[config.mk]
export PLATFORM = sky130hd
export DESIGN_NAME = serial_adder
export DESIGN_NICKNAME = d
export VERILOG_FILES = /design/src/rtl/serial_adder.sv
export SDC_FILE = /design/constraint.sdc
export NUM_CORES = 1
export LEC_CHECK = 0
export ABC_AREA = 1
export ABC_CLOCK_PERIOD_IN_PS = 2800
export BUFFER_PORTS_ARGS = -buffer_cell sky130_fd_sc_hd__buf_2
export CORE_MARGIN = 5
export CORE_UTILIZATION = 58
export CTS_CLUSTER_DIAMETER = 100
export DETAILED_ROUTE_END_ITERATION = 16
export PLACE_DENSITY = 0.92
export SYNTH_ARGS = -nofsm -noshare
export SYNTH_HDL_FRONTEND = slang
export SYNTH_SLANG_ARGS = --single-unit
[constraint.sdc]
create_clock -name clk -period 2.8 [get_ports clk]
set_clock_uncertainty 0.2 [all_clocks]
set_input_delay 0.84 -clock clk [delete_from_list [all_inputs] [get_ports clk]]
set_output_delay 0.84 -clock clk [all_outputs]
set_load 0.02 [all_outputs]
[src/rtl/serial_adder.sv]
// Bit-serial WIDTH-bit adder: one full-adder bit per clock, LSB first.
// Optional subtract mode via SERIAL_ADDER_SUB_EN (adds port 'sub').
//
// Ports:
//   clk   - clock, rising edge
//   rst   - synchronous active-high reset
//   start - request, sampled only in IDLE
//   a, b  - operands, captured on accepted start
//   sub   - (SERIAL_ADDER_SUB_EN only) 1 = a-b, captured on accept
//   busy  - high whenever not IDLE
//   done  - one-cycle result-valid pulse
//   sum   - registered result, held until next accept
//   cout  - carry out of MSB (no-borrow flag in subtract mode)
module serial_adder #(
   parameter int WIDTH = 8
) (
   input  logic             clk,
   input  logic             rst,
   input  logic             start,
   input  logic [WIDTH-1:0] a,
   input  logic [WIDTH-1:0] b,
`ifdef SERIAL_ADDER_SUB_EN
   input  logic             sub,
`endif
   output logic             busy,
   output logic             done,
   output logic [WIDTH-1:0] sum,
   output logic             cout
);

   localparam int CW = (WIDTH > 1) ? $clog2(WIDTH) : 1;
   localparam logic [CW-1:0] LAST = CW'(WIDTH - 1);

   typedef enum logic [1:0] {
      S_IDLE,
      S_RUN,
      S_DONE
   } state_t;

   state_t           r_state;
   state_t           w_next;
   logic [WIDTH-1:0] r_a;
   logic [WIDTH-1:0] r_b;
   logic [WIDTH-1:0] r_sum;
   logic             r_carry;
   logic             r_cout;
   logic [CW-1:0]    r_count;

   logic             w_accept;
   logic             w_last;
   logic             w_x;
   logic             w_s;
   logic             w_c;
   logic [WIDTH-1:0] w_b_load;
   logic             w_c_init;

`ifdef SERIAL_ADDER_SUB_EN
   // Two's-complement subtract: a + ~b + 1.
   assign w_b_load = sub ? ~b : b;
   assign w_c_init = sub;
`else
   assign w_b_load = b;
   assign w_c_init = 1'b0;
`endif

   assign w_accept = (r_state == S_IDLE) && start;
   assign w_last   = (r_count == LAST);

   assign w_x = r_a[0] ^ r_b[0];
   assign w_s = w_x ^ r_carry;
   assign w_c = (r_a[0] & r_b[0]) | (r_carry & w_x);

   always_ff @(posedge clk) begin
      if (rst) begin
         r_state <= S_IDLE;
      end else begin
         r_state <= w_next;
      end
   end

   always_comb begin
      w_next = r_state;
      unique case (r_state)
         S_IDLE:  if (start) w_next = S_RUN;
         S_RUN:   if (w_last) w_next = S_DONE;
         S_DONE:  w_next = S_IDLE;
         default: w_next = S_IDLE;
      endcase
   end

   always_ff @(posedge clk) begin
      if (rst) begin
         r_a     <= '0;
         r_b     <= '0;
         r_sum   <= '0;
         r_carry <= 1'b0;
         r_cout  <= 1'b0;
         r_count <= '0;
      end else if (w_accept) begin
         r_a     <= a;
         r_b     <= w_b_load;
         r_sum   <= '0;
         r_carry <= w_c_init;
         r_cout  <= 1'b0;
         r_count <= '0;
      end else if (r_state == S_RUN) begin
         r_sum   <= {w_s, r_sum[WIDTH-1:1]};
         r_a     <= r_a >> 1;
         r_b     <= r_b >> 1;
         r_carry <= w_c;
         // Hold the counter on the final bit so it never wraps.
         if (w_last) begin
            r_cout <= w_c;
         end else begin
            r_count <= r_count + 1'b1;
         end
      end
   end

   assign busy = (r_state != S_IDLE);
   assign done = (r_state == S_DONE);
   assign sum  = r_sum;
   assign cout = r_cout;

endmodule

## Word-level counts from Yosys, hierarchy flattened

Cells that the tools add are included.

| storage, ports and cells | value |
|---|---|
| logic and storage cells | 34 |
| flip-flop bits (word level) | 31 |
| output and inout bits | 11 |

| operators by class | value |
|---|---|
| $add $sub $neg | 1 |
| muxes and demuxes | 7 |
| bitwise logic cells | 6 |
| reduce and logical (&&, ||, !) cells | 8 |
| eq/ne operators | 5 |

Operator list:

| operator | number |
|---|---|
| 8-bit 2-to-1 mux | 4 |
| 2-bit AND reduction | 3 |
| 2-bit 2-to-1 mux | 2 |
| 2-bit inequality test, second input constant | 2 |
| 2-bit one-hot mux with 2 select lines | 1 |
| 2-bit nonzero test | 2 |
| 3-bit by 1-bit adder with 3-bit output, second input constant | 1 |
| 3-bit equality test, second input constant | 1 |
| 1-bit AND | 2 |
| 2-bit by 1-bit equality test with 1-bit output, second input constant | 1 |
| 2-bit equality test, second input constant | 1 |
| 2-bit zero test | 1 |
| 2-bit OR reduction | 1 |
| 1-bit bitwise XOR | 2 |
| 1-bit logical AND | 1 |
| 1-bit NOT | 1 |
| 1-bit OR | 1 |

## Logic depth before layout (Yosys ltp)

| depth | value |
|---|---|
| depth in word-level cells | 3 |
| gate-level depth with buffers | 8 |

## Worst setup path after synthesis

Ideal clock, no wire load.

| path | value |
|---|---|
| kind | register to output |
| start point | reg r_state[1] |
| end point | out done |
| arrival time | 0.997 ns |
| path buffers | 1 |
| slack | 0.763 ns |
| required time | 1.760 ns |
| cell stages (with the launch flop) | 4 |
| path through | dfxtp_1 > inv_2 > buf_2 > nor2_1 |

| on the way | value |
|---|---|
| word-level cells in the longest chain between the ends | 1 |

RTL lines:

| item | RTL line | text |
|---|---|---|
| start: declaration | 40 | `state_t r_state;` |
| start signal: assignment | 77 | `r_state <= w_next;` |
| 2-bit equality test | 121 | `assign done = (r_state == S_DONE);` |
| end: declaration | 26 | `output logic done,` |

Every way passes these cells.

## Worst setup path in the final report

| path | value |
|---|---|
| start point | reg r_state[0] |
| end point | out busy |

| on the way | value |
|---|---|
| word-level cells in the longest chain between the ends | 1 |

RTL lines:

| item | RTL line | text |
|---|---|---|
| 2-bit nonzero test | 120 | `assign busy = (r_state != S_IDLE);` |
| end: declaration | 25 | `output logic busy,` |

Every way passes these cells.

==> qor.txt <==
Crit Path Max Fanout -> 16
clock tree buffer depth -> 2
Int Power -> 0.717 mW
Ant. Diodes -> 0
outcome -> complete, no violations
Setup Fix Bufs, Post-CTS -> 0
core outline area -> 0.00250 mm²
Finish-stage setup viols -> 0
chip width -> 61.5 µm
GRT Total Usage -> 17.9%
Final Cell Area -> 0.00172 mm²
Worst Setup Start Kind -> flop
Post-synth top cells -> nand2_1 (67), inv_1 (32), dfxtp_1 (31), nand3_1 (26), nor2_1 (23)
# fillers -> 201
post-route clock period utilization -> 89.2%
yosys warns -> 0
Sw Pwr -> 0.250 mW
fin crit period -> 2.50 ns
Compound-Gate Fraction of Synth Area -> 8.54%
vias per cell -> 4.80
Root Driver -> clkbuf_4
CP Class -> reg -> out
Adder-Cell Fraction of Synth Area -> 2.93%
initial core utilization -> 61.5%
Final HPWL DP -> 2060 µm
FMAX -> 400 MHz
Multi-input gate area -> 696 µm²
drt pass-1 iters -> 4
I/O Buffers -> 29
Skew-Pair Late Insertion Delay -> 0.34 ns
clock-pin slew on the worst setup and hold paths -> 0.10 ns
Mapped Avg Cell Area -> 6.77 µm²
H-tree depth -> 2
number of enable flip-flop cells after synthesis -> 0
Die Area -> 0.00378 mm²
Die H -> 61.5 µm
Hold Vio Cnt, Final -> 0
setup TNS -> 0 ns
synthesized area -> 0.00154 mm²
Ports -> 30
gr ovfl total -> 0
Static Leak -> 0.868 nW
Initial DRC Count -> 52
Placer Congestion -> 0.813
top_reg_cell synth -> dfxtp_1
cts hold-fix bufs -> 0
Synth area leaders -> dfxtp_1 (40%), nand2_1 (16%), nand3_1 (8.5%)
Synth Area in Simple Gates -> 33.8%
top-area cell type share of the netlist area -> 40.4%
global-route wire length before repair -> 5000 µm
routed wire length -> 3020 µm
area delta synth->final -> 11.9%
Comb pwr share -> 12.3%
initial antenna violation count -> 0
Tot Pwr -> 0.967 mW
mux cell area share after synthesis -> 0%
Sw Ratio -> 25.8%
Synth area leader -> dfxtp_1
RSZ-0062 raised after global routing -> false
FFs w/ async S/R, synth -> 0%
post-DR wirelength/cell -> 10.7 µm
syn nets -> 249
Final Net Count -> 273
# resized after CTS -> 0
Vias -> 1355
Req. time, crit path -> 1.76 ns
Max Cap Viol -> 0
DP Area -> 0.00163 mm²
Synth Register Bits -> 31
largest net degree at the start of global routing -> 20
Post-Syn Instances -> 227
CTS sink count -> 31
Synth Area in XOR/XNOR -> 0%
antenna-violating nets left -> 0
measured slew at the worst slew-check pin -> 0.667 ns
Rows -> 18
most frequent cell after synthesis -> nand2_1
Final Max Tran Viols -> 0
Inserted Clock Buffers -> 5
PD cells -> 562 mW/mm²
VDD IR max -> 0.000573 V
layout cells sized above 1 -> 18.7%
CTS tree -> yes
worst min path class -> reg -> reg
post-synthesis sequential area ratio -> 40.4%
WP data arrival -> 1.46 ns
Clock power frac -> 37.9%
CP Capture Type -> output port
sequential share of power -> 49.8%
largest family of logic cells by synthesized area -> simple AND/OR/NAND/NOR gates
vias in the first global route -> 1203
slew margin rel. -> 55.5%
register area -> 621 µm²
Netlist cell types -> 20
Post-route DRC -> 0
final cells by class:
cell class / instances / share of cell area, %
repair buffers: 29 / 8.44
clock buffers: 6 / 2.98
inverters: 36 / 7.85
well taps: 30 / 2.18
clock inverters: 2 / 2.04
multi-input cells: 148 / 40.4
flip-flops and latches: 31 / 36.1
through the flow:
step	util, %	instances	setup WS (ns)	hold WS (ns)
6_report	68.8	282	0.303	0.270
5_1_grt	68.8	282	0.214	0.296
4_1_cts	68.8	282	0.314	0.272
3_5_place_dp	65.4	274	0.701	0.257
3_3_place_gp	65.4	274	0.712	0.253
2_1_floorplan	-	227	0.763	0.243
flip-flops by register name (all words and copies together), names as in the netlist:
signal and flops:
r_carry 1, r_a 8, cout 1, sum 8, r_count 3, r_b 8, r_state 2
power groups by stage:
stage / Combinational (mW) / Sequential, mW / Clock, mW
floorplan: 0.106 / 0.483 / 0
global placement: 0.115 / 0.491 / 0
detailed placement: 0.118 / 0.491 / 0
CTS: 0.119 / 0.481 / 0.370
global route: 0.134 / 0.485 / 0.390
finish: 0.118 / 0.482 / 0.367
final timing paths:
path,slack [ns],startpoint,end,cells after the start
min,0.27,r_a[4],r_a[4],2
min reg2reg,0.27,r_a[4],r_a[4],2
max reg2reg,0.90,r_state[0],r_count[0],6
max,0.30,r_state[0],busy,3
cells in the final DEF (no fill, tap or decap):
cell type / count
buf_2: 29
inv_2: 4
nor2_4: 3
inv_1: 32
clkbuf_4: 5
o21ai_0: 8
nand2_2: 1
clkbuf_8: 1
nand2_1: 67
dfxtp_1: 31
clkinv_2: 1
fa_1: 1
nand2_4: 1
nand3_1: 26
o21ai_1: 1
o21ai_4: 1
ha_1: 2
bufinv_16: 1
nor2_1: 23
a21oi_1: 14
cells by family (layout without fill, tap and decap cells):
group / count (synthesis) / count (layout)
simple gates: 121 / 121
fa+ha+maj: 3 / 3
flops: 31 / 31
compound gates: 24 / 24
buf+inv: 48 / 73
critical path: stages (launching register included):
cell and delay (ns):
dfxtp_1 0.76, inv_2 0.11, nand2_1 0.08, buf_2 0.16
layer usage:
| metal | track usage (%) | part of all wire, % | vias to the layer above |
|---|---|---|---|
| met5 | 0 | 0 | - |
| met3 | 7.13 | 5.2 | 5 |
| li1 | - | - | 734 |
| met1 | 22.7 | 47 | 589 |
| met4 | 7.27 | 1.3 | 0 |
| met2 | 27.2 | 47 | 27 |
Note: power is estimated with default switching activity, not from simulation.
